===== config.mk =====
export PLATFORM = sky130hd
export DESIGN_NAME = regfile_dump_reader
export DESIGN_NICKNAME = d
export VERILOG_FILES = /design/src/rtl/regfile_pkg.sv /design/src/rtl/regfile_dump_reader.sv
export SDC_FILE = /design/constraint.sdc
export NUM_CORES = 1
export LEC_CHECK = 0
export CORE_ASPECT_RATIO = 1.25
export CORE_MARGIN = 2
export CORE_UTILIZATION = 44
export DETAILED_ROUTE_END_ITERATION = 10
export GPL_TIMING_DRIVEN = 0
export PLACE_DENSITY = 0.8
export SLEW_MARGIN = 5
export SYNTH_ARGS = -nofsm -noshare
export SYNTH_HDL_FRONTEND = slang
export SYNTH_SLANG_ARGS = --single-unit

===== constraint.sdc =====
create_clock -name clk -period 2.1 [get_ports clk]
set_clock_uncertainty 0.1 [all_clocks]
set_input_delay 0.525 -clock clk [delete_from_list [all_inputs] [get_ports clk]]
set_output_delay 0.525 -clock clk [all_outputs]
set_load 0.05 [all_outputs]

===== src/rtl/regfile_pkg.sv =====
// Shared constants and types for the register-file debug dump path.
//   DATA_W   : register data width
//   ADDR_W   : register index width
//   NUM_REGS : number of architectural registers
//   state_t  : dump engine FSM states
package regfile_pkg;

  localparam int unsigned DATA_W   = 32;
  localparam int unsigned ADDR_W   = 5;
  localparam int unsigned NUM_REGS = 32;

  typedef enum logic [1:0] {IDLE, READ, SEND, DONE} state_t;

endpackage


===== src/rtl/regfile_dump_reader.sv =====
// Debug read-out engine: walks a contiguous register range through a dedicated
// register-file read port and streams each value, tagged with its index, over a
// valid/ready interface. The pipeline is held off (hold_req) while the walk runs.
//
// Ports:
//   clk, rst              clock, asynchronous active-low reset
//   start                 dump request (sampled in IDLE only)
//   first_reg, last_reg   inclusive register range, sampled with start
//   rd_addr, rd_data      register-file read port (rd_data is combinational)
//   out_valid, out_ready  stream handshake
//   out_data, out_index   register value and its index
//   out_last              final word of the dump
//   busy, hold_req        engine active / suppress pipeline register writes
//   done, err             one-cycle pulses: dump complete / range rejected
module regfile_dump_reader
  import regfile_pkg::*;
(
  input  logic              clk,
  input  logic              rst,
  input  logic              start,
  input  logic [ADDR_W-1:0] first_reg,
  input  logic [ADDR_W-1:0] last_reg,
  output logic [ADDR_W-1:0] rd_addr,
  input  logic [DATA_W-1:0] rd_data,
  output logic              out_valid,
  input  logic              out_ready,
  output logic [DATA_W-1:0] out_data,
  output logic [ADDR_W-1:0] out_index,
  output logic              out_last,
  output logic              busy,
  output logic              hold_req,
  output logic              done,
  output logic              err
);

  state_t            state_q;
  logic [ADDR_W-1:0] idx_q;
  logic [ADDR_W-1:0] last_q;
  // Accepted request waiting one cycle in IDLE, so hold_req is raised a full
  // cycle before the first capture and the pipeline has a negedge to honour it.
  logic              pend_q;

  assign rd_addr  = idx_q;
  assign hold_req = busy;

  always_ff @(posedge clk or negedge rst) begin
    if (!rst) begin
      state_q   <= IDLE;
      idx_q     <= '0;
      last_q    <= '0;
      pend_q    <= 1'b0;
      out_valid <= 1'b0;
      out_data  <= '0;
      out_index <= '0;
      out_last  <= 1'b0;
      busy      <= 1'b0;
      done      <= 1'b0;
      err       <= 1'b0;
    end else begin
      done <= 1'b0;
      err  <= 1'b0;
      unique case (state_q)
        IDLE: begin
          if (pend_q) begin
            pend_q  <= 1'b0;
            busy    <= 1'b1;
            state_q <= READ;
          end else if (start) begin
            if (first_reg <= last_reg) begin
              idx_q  <= first_reg;
              last_q <= last_reg;
              pend_q <= 1'b1;
            end else begin
              err <= 1'b1;
            end
          end
        end
        READ: begin
          out_data  <= rd_data;
          out_index <= idx_q;
          out_last  <= (idx_q == last_q);
          out_valid <= 1'b1;
          state_q   <= SEND;
        end
        SEND: begin
          // out_valid is always 1 here, so out_ready alone completes the handshake.
          if (out_ready) begin
            out_valid <= 1'b0;
            if (out_last) begin
              busy    <= 1'b0;
              done    <= 1'b1;
              state_q <= DONE;
            end else begin
              // No wrap possible: only reached while idx_q < last_q.
              idx_q   <= idx_q + ADDR_W'(1);
              state_q <= READ;
            end
          end
        end
        DONE: begin
          state_q <= IDLE;
        end
        default: begin
          state_q <= IDLE;
        end
      endcase
    end
  end

endmodule


==> results of run 1 <==
-- cells in the final DEF, fill, tap and decap left out, drive strengths merged, types with 6 or more instances in the layout --
cell type and count:
a21oi 7, buf 14, clkbuf 14, clkdlybuf4s50 37, dfrtp 55, dlygate4sd2 35
dlymetal6s2s 19, ha 6, inv 10, mux2 7, nand2 118
-- layer usage --
metal  share of wire (%)  global-route usage, %
met4                 1.7                   7.89
met2                  48                   34.6
met5                   0                      0
met3                 6.1                   3.01
met1                  44                   25.2
-- worst paths after layout --
check | cells past startpoint | to | slack [ps] | startpoint
min | 1 | out_data[0]$_DFFE_PN0P_ | 140 | rst
max in group asynchronous | 2 | out_data[7]$_DFFE_PN0P_ | 1170 | rst
min reg2reg | 2 | out_data[29]$_DFFE_PN0P_ | 370 | out_data[29]$_DFFE_PN0P_
min in group clk | 2 | out_data[29]$_DFFE_PN0P_ | 370 | out_data[29]$_DFFE_PN0P_
max | 1 | err | 30 | err$_DFF_PN0_
max reg2reg | 6 | last_q[1]$_DFFE_PN0P_ | 130 | state_q[0]$_DFFE_PN0P_
-- where the power goes --
part           switching, W  total (W)  leakage [nW]  internal, W
registers          0.000320    0.00186         0.675      0.00154
clock network      0.000326   0.000628        0.0515     0.000302
logic               0.00240    0.00358          1.31      0.00118
-- worst reg2reg max path, delay by kind of cell (launching register included) --
family                 cells  cell delay [ps]
and+or+nand+nor            1              370
AOI/OAI and AO/OA          2              420
muxes                      1              290
buffers and inverters      2              300
DFF                        1              380
-- timing repair --
item,4_1_cts,5_1_grt
pin swaps,5,4
cloned,0,0
setup endpoints to repair,39,39
setup buffers,4,2
gates resized for setup,40,27
-- cells by family (layout without fill, tap and decap cells) --
logic type,after synthesis,in the layout
multiplexers,7,7
adder cells (fa/ha/maj),6,6
XOR/XNOR,5,5
AO/OA/AOI/OAI,27,27
flip-flops,55,55
AND/OR/NAND/NOR,134,134
buffers and inverters,22,130
-- final cells by class --
class,count,area [um2],share of cell area [%]
Clock buffer,8,100,2.66
Multi-Input combinational cell,179,1100,29.3
Sequential cell,55,1380,36.5
Buffer,12,60.1,1.59
Inverter,10,40.0,1.06
Tap cell,64,80.1,2.12
Timing Repair Buffer,100,1010,26.7
-- stage by stage --
stage	cell area, um2	hold slack [ps]	setup TNS, ps
6_report	3770	137	0
5_1_grt	3770	180	-63.8
4_1_cts	3680	150	0
3_5_place_dp	3580	362	-6450
3_3_place_gp	3560	357	-74630
2_1_floorplan	2550	129	0
-- sequential cells by signal, indices dropped and copies added (netlist names) --
| signal | cells |
|---|---|
| err | 1 |
| out_data | 32 |
| rd_addr | 5 |
| last_q | 5 |
| done | 1 |
| busy | 1 |
| state_q | 2 |
| out_last | 1 |
| out_index | 5 |
| out_valid | 1 |
| pend_q | 1 |
-- cells in the mapped netlist, drive strengths merged --
| library cell | count | area share, % |
|---|---|---|
| ha | 6 | 3.1 |
| nor2 | 1 | 0.15 |
| nor2b | 1 | 0.26 |
| nor4b | 2 | 1.3 |
| a2111oi | 1 | 0.36 |
| o22a | 1 | 0.36 |
| a2bb2oi | 3 | 1.1 |
| clkbuf | 6 | 0.92 |
| and3 | 2 | 0.51 |
| a31oi | 1 | 0.87 |
| inv | 10 | 1.5 |
| nand2b | 2 | 0.51 |
| a211o | 1 | 0.36 |
| a211oi | 1 | 0.82 |
| and4 | 1 | 0.36 |
| nand4 | 1 | 0.26 |
| a21oi | 7 | 1.6 |
| buf | 6 | 1.5 |
| and2b | 1 | 0.36 |
| a221oi | 3 | 1.1 |
| o221ai | 1 | 0.61 |
| a21o | 2 | 0.61 |
| mux2 | 7 | 3.2 |
| nand3 | 5 | 1.0 |
| dfrtp | 55 | 56 |
| o21ai | 3 | 0.61 |
| o22ai | 3 | 0.77 |
| xnor2 | 5 | 1.8 |
| nand2 | 118 | 18 |
==> impl_results.md, run 1 <==
* Status: finished, final reports clean
* Vias in the first global route at between 2000 and 2500
* Syn_nets at 308
* Setup WS pre-CTS at -699 ps
* Routed vias/inst at about 5.0
* Fin crit share at 98.6%
* NumNets Final at 415
* Simple logic cell fraction of the synthesized area at 22.8%
* H-tree depth at 2
* Layout filler cell count at roughly 450
* Worst-margin pin slew at about 660 ps
* Clock sink total at 55
* Final setup viols at 0
* Routability cong. at between 0.7 and 0.8
* DRC at 0
* Max Cap Viol at 0
* WL final at 6.13 mm
* Crit-path max FO at 1
* Setup crit end kind: output port
* Die W at 70.8 um
* DRT Pass-1 Iters at 4
* Hpwl dp at 4.53 mm
* Fin. Hold Viols at 0
* Area grow syn2layout at 53.7%
* Via Count at 2119
* Pwr dens at 1610 nW/um2
* Slowest cell on the critical path: clkdlybuf4s50_1
* WP data arrival at 1450 ps
* Fmax at 483 MHz
* Initial drt markers at 80
* Crit path buffers/inverters at 1
* GRT Residual Overflow at 0
* Synth Area in XOR/XNOR at 1.79%
* CP Cell Sequence: clkdlybuf4s50_1
* Core area at 5410 um2
* Mapped Area at 2450 um2
* First-pass GRT wire length at 9.73 mm
* Worst setup margin at 29.4 ps
* Final Max Tran Viols at 0
* Synth Instances at 256
* Final cell utilization of the core at 69.7%
* Floorplan die height at 87.5 um
* Drt wl/cell at between 10 and 15 um
* Largest net degree at the start of global routing at 29
* Multiplexer share of the synthesized area at 3.21%
* CTS buffer count at 5
* Startpoint Class: flip-flop
* Leak at between 2 and 2.5 nW
* Placed cells at 414
* YS warnings at 0
* Number of cell rows at 30
* Starting Density at between 40% and 50%
* Die ar. at 6190 um2
* Initial antenna violation count at 0
* Fin crit period at ~2100 ps
* Worst-skew pair later-pin latency at about 300 ps
* Post-synthesis compound-gate area fraction at 9.08%
* Total power at ~0.0061 W
* Share of layout cells above drive strength 1 at 12.9%
* Required time worst endpoint at 1470 ps
* CP Class: flip-flop to output port
* Root Driver: clkbuf_8
* CP delay by family, top: buffers and inverters
* CTS Hold Bufs at 0
* Port Buffers at 93
* Normalized max-slew margin at 55.7%
* Io pins at 94
* Antenna-violating nets left at 0
* Syn_area_per_cell at 9.58 um2
* FF+latch count, synth at 55
* Reg clk slew, reported paths at 100 ps
* Post-synthesis adder-cell area fraction at 3.06%
* Hold Crit Class: input port to asynchronous set/reset pin
* Ant. Diodes at 0
* Slowest cell delay on critical path at about 800 ps
* Largest family of logic cells by synthesized area: simple AND/OR/NAND/NOR gates
* Clk buf depth at 2
* Seq/Total Area, Yosys at 56.1%
* Yosys cell types at 34
* Worst VDD drop at 0.665 mV
* Cell Count, Final, Fillers Out at 428
* TritonCTS clock tree: built
* Overall global routing resource usage at 20.0%
(Power assumes the default switching activity.)
==> inputs of run 2 (changes only) <==
==> constraint.sdc (replaced) <==
create_clock -name clk -period 2.1 [get_ports clk]
set_clock_uncertainty 0.1 [all_clocks]
set_input_delay 0.525 -clock clk [delete_from_list [all_inputs] [get_ports clk]]
set_output_delay 0.525 -clock clk [all_outputs]
set_load 0.1 [all_outputs]
==> impl_results.md, run 2 (synthesized netlist as in run 1, its figures left out) <==
* Status: finished, final reports clean
* Core area at between 5000 and 6000 um2
* Routability cong. at 0.791
* Multi-input logic area at 1100 um2
* Fin. Hold Viols at 0
* Hold Crit Class: input port to asynchronous set/reset pin
* M1 WL at 2.64 mm
* Cell Count, Final, Fillers Out at 428
* CP Class: input port to flip-flop
* Fmax at 485 MHz
* Drt wl/cell at 14.4 um
* Io pins at 94
* Top Metal Used: met4
* Hold_ws at approximately 140 ps
* Floorplan die height at 87.5 um
* Initial antenna violation count at 0
* Reg clk slew, reported paths at around 90 ps
* Overall global routing resource usage at 20.4%
* DRC at 0
* DRT Pass-1 Iters at 4
* Max Cap Viol at 0
* Share of layout cells above drive strength 1 at 26.1%
* Vias in the first global route at 2081
* Area grow syn2layout at 55.5%
* Met3 wire length at 358 um
* Largest register by flop count: out_data
* Placed cells at 414
* Initial drt markers at 91
* Crit-path max FO at 5
* Fin crit share at roughly 100%
* Normalized max-slew margin at roughly 56%
* Die ar. at between 6000 and 7000 um2
* NumNets Final at 415
* Met2 WL at 3.08 mm
* Worst-skew pair later-pin latency at ~300 ps
* Ant. Diodes at 0
* Setup WS pre-CTS at -699 ps
* First-pass GRT wire length at 9.86 mm
* Number of cell rows at 30
* Worst setup margin at 36.4 ps
* Hpwl dp at 4.53 mm
* Register area at 1380 um2
* Root Driver: clkbuf_8
* H-tree depth at 2
* Clk buf depth at 2
* Max reg flops at 32
* Most frequent cells in the layout: nand2_1 (117), dfrtp_1 (55), clkdlybuf4s15_2 (47), clkdlybuf4s50_1 (35)
* Largest net degree at the start of global routing at 29
* GRT Residual Overflow at 0
* TritonCTS clock tree: built
* Die W at 70.8 um
* CTS buffer count at 5
* Antenna-violating nets left at 0
* Commonest non-fill, non-tap cell in the layout: nand2_1
* CTS Hold Bufs at 0
* Final setup viols at 0
* Worst-margin pin slew at 657 ps
* WP data arrival at 2160 ps
* Layout filler cell count at approximately 440
* WL final at 6.18 mm
* Final Max Tran Viols at 0
* Startpoint Class: input port
* Final TNS setup at 0 ps
* Setup crit end kind: flip-flop
* Starting Density at approximately 45%
* Routed vias/inst at 4.93
* R2R depth at 6
* Via Count at 2110
* Port Buffers at 93
* Clock sink total at 55
* Fin crit period at a little over 2000 ps
* Required time worst endpoint at 2200 ps
-- run 2: cell type report --
type,count,area share (%)
plain buffers,12,1.58
clock buffers,8,2.63
inverters,10,1.05
multi-input cells,179,29.0
flip-flops and latches,55,36.1
well taps,64,2.10
repair buffers,100,27.6
-- run 2: final timing paths --
path / start / end / slack (ps)
max: last_reg[4] / last_q[4]$_DFFE_PN0P_ / 40
min: rst / out_data[0]$_DFFE_PN0P_ / 140
max reg2reg: state_q[0]$_DFFE_PN0P_ / last_q[4]$_DFFE_PN0P_ / 140
min reg2reg: out_data[29]$_DFFE_PN0P_ / out_data[29]$_DFFE_PN0P_ / 380
max in group asynchronous: rst / out_data[27]$_DFFE_PN0P_ / 1180
min in group clk: out_data[29]$_DFFE_PN0P_ / out_data[29]$_DFFE_PN0P_ / 380
-- run 2: per-layer routing --
layer	up-vias	global-route usage (%)
li1	1040	-
met1	976	25.1
met2	84	36.0
met3	10	3.01
met4	0	7.89
met5	-	0
-- run 2: worst max-delay path, stage by stage --
cell           delay (ps)
dlygate4sd2_1         230
inv_2                  50
ha_4                  260
nand4_1               150
o221ai_4              170
a211oi_4              320
buf_12                160
mux2_4                290
-- run 2: metrics by stage --
step / instance area [um2] / utilization [%]
2_1_floorplan: 2550 / -
3_3_place_gp: 3560 / 65.9
3_5_place_dp: 3580 / 66.2
4_1_cts: 3780 / 69.9
5_1_grt: 3810 / 70.5
6_report: 3810 / 70.5
-- run 2: timing repair --
item	4_1_cts	5_1_grt
pin swaps	5	3
buffers inserted	4	2
endpoints found under the setup margin	59	22
resized for setup	155	10
Power of run 2 is left out: the tool's default activity adds up to more than one toggle a clock period on the data nets, which glitch-free logic cannot reach.
==> edit (settings of run 1) <==
Register the output `err` once more, with the module's reset; this adds one clock of latency there. The other outputs are not delayed to match. Comments in the files are not updated.
--- a/src/rtl/regfile_dump_reader.sv
+++ b/src/rtl/regfile_dump_reader.sv
@@ -35,2 +35,4 @@
 
+  logic err_s0;
+
   state_t            state_q;
@@ -57,6 +59,6 @@
       done      <= 1'b0;
-      err       <= 1'b0;
+      err_s0    <= 1'b0;
     end else begin
       done <= 1'b0;
-      err  <= 1'b0;
+      err_s0 <= 1'b0;
       unique case (state_q)
@@ -73,3 +75,3 @@
             end else begin
-              err <= 1'b1;
+              err_s0 <= 1'b1;
             end
@@ -109,2 +111,10 @@
 
+  always_ff @(posedge clk or negedge rst) begin
+    if (!rst) begin
+      err <= '0;
+    end else begin
+      err <= err_s0;
+    end
+  end
+
 endmodule
Function: changed (a bounded check fails within 4 cycles, from zero or initial values and one cycle with rst low).
==> edit against run 1 <==
Final area is 0.93% higher. Synthesized area up 1.0%. Register-to-register slack better by 0.04 ns. Cell count shrank 0.23%. Power increased by 1.6%. Setup slack is essentially flat. Synthesized cell count rose by 0.39%. Sequential cell count up 1. First-iteration DRC count rose by 16%. Non-clock buffer count shrank 2. Routed wire length decreased by 3.1%. Worst hold slack gained 0.025 ns.
==> edit: results (changes against run 1) <==
stage	metric	value	unit	change
worst_setup_path	Critical Path Sink	done		
global_route	met3 usage	3.337	%	+0.33 points
final_layout	clk cell area share	2.829	%	+0.17 points
place	Post-DP HPWL	4.573	mm	+0.97%
global_route	Overall Global Routing Usage	19.77	%	-0.24 points
worst_setup_path	critical path startpoint	done		
final_layout	NonClk Buf Share	28.16	%	-0.16 points
detailed_routing	DR iter-0 viols	93		+16%
clocking	CTS resizes	35		-13%
worst_setup_path	r2r setup slk	0.17	ns	+0.04 ns
outcome	status	complete, no violations		
pwr	maximum VDD drop	0.6684	mV	+0.44%
final_layout	multi-input combinational area share	29.01	%	-0.30 points
detailed_routing	via count	2108		-0.52%
final_layout	Seq. cell area	1401	um2	+1.8%
final_layout	clkbuf count	6		-2
global_route	GR Util met1	24.83	%	-0.39 points
worst_setup_path	crit-path max cell delay	0.82	ns	+0.02 ns
synth	sequential area share after synthesis	56.57	%	+0.44 points
detailed_routing	metal3 WL	292	um	-22%
final_layout	share of cells above drive strength 1	13.22	%	+0.31 points
final_layout	fillcell total	444		-1.1%
final_layout	Signal buffers	110		-1.8%
synth	post-synth net total	309		+0.32%
timing	Max-slew headroom	54.15	%	-1.6 points
edit: cell types whose count changed after synthesis, sizes merged:
cell	delta
dfrtp	+1
edit: logic make-up (layout without fill, tap and decap cells):
group	count (synthesis)	in the layout
AO/OA/AOI/OAI	27	27
XOR/XNOR	5	5
adder cells (fa/ha/maj)	6	6
buffers and inverters	22	128
flip-flops	56	56
multiplexers	7	7
AND/OR/NAND/NOR	134	134
edit: stage by stage:
step | std cells | instance area [um2] | utilization (%) | worst slack (ns)
floorplan | 257 | 2575 | - | 0.0009013
global placement | 414 | 3586 | 65.89 | -1.312
detailed placement | 415 | 3601 | 66.16 | -0.7328
CTS | 427 | 3722 | 68.39 | 0.0001054
global route | 427 | 3804 | 69.89 | 0.002286
finish | 427 | 3804 | 69.89 | 0.02933
edit: report_power, final:
group          switching (mW)  leakage (nW)  internal (mW)  total (mW)
logic                    2.39          1.35           1.20        3.58
registers               0.333         0.688           1.57        1.90
clock network           0.327        0.0552          0.354       0.682
total                    3.05          2.09           3.12        6.17
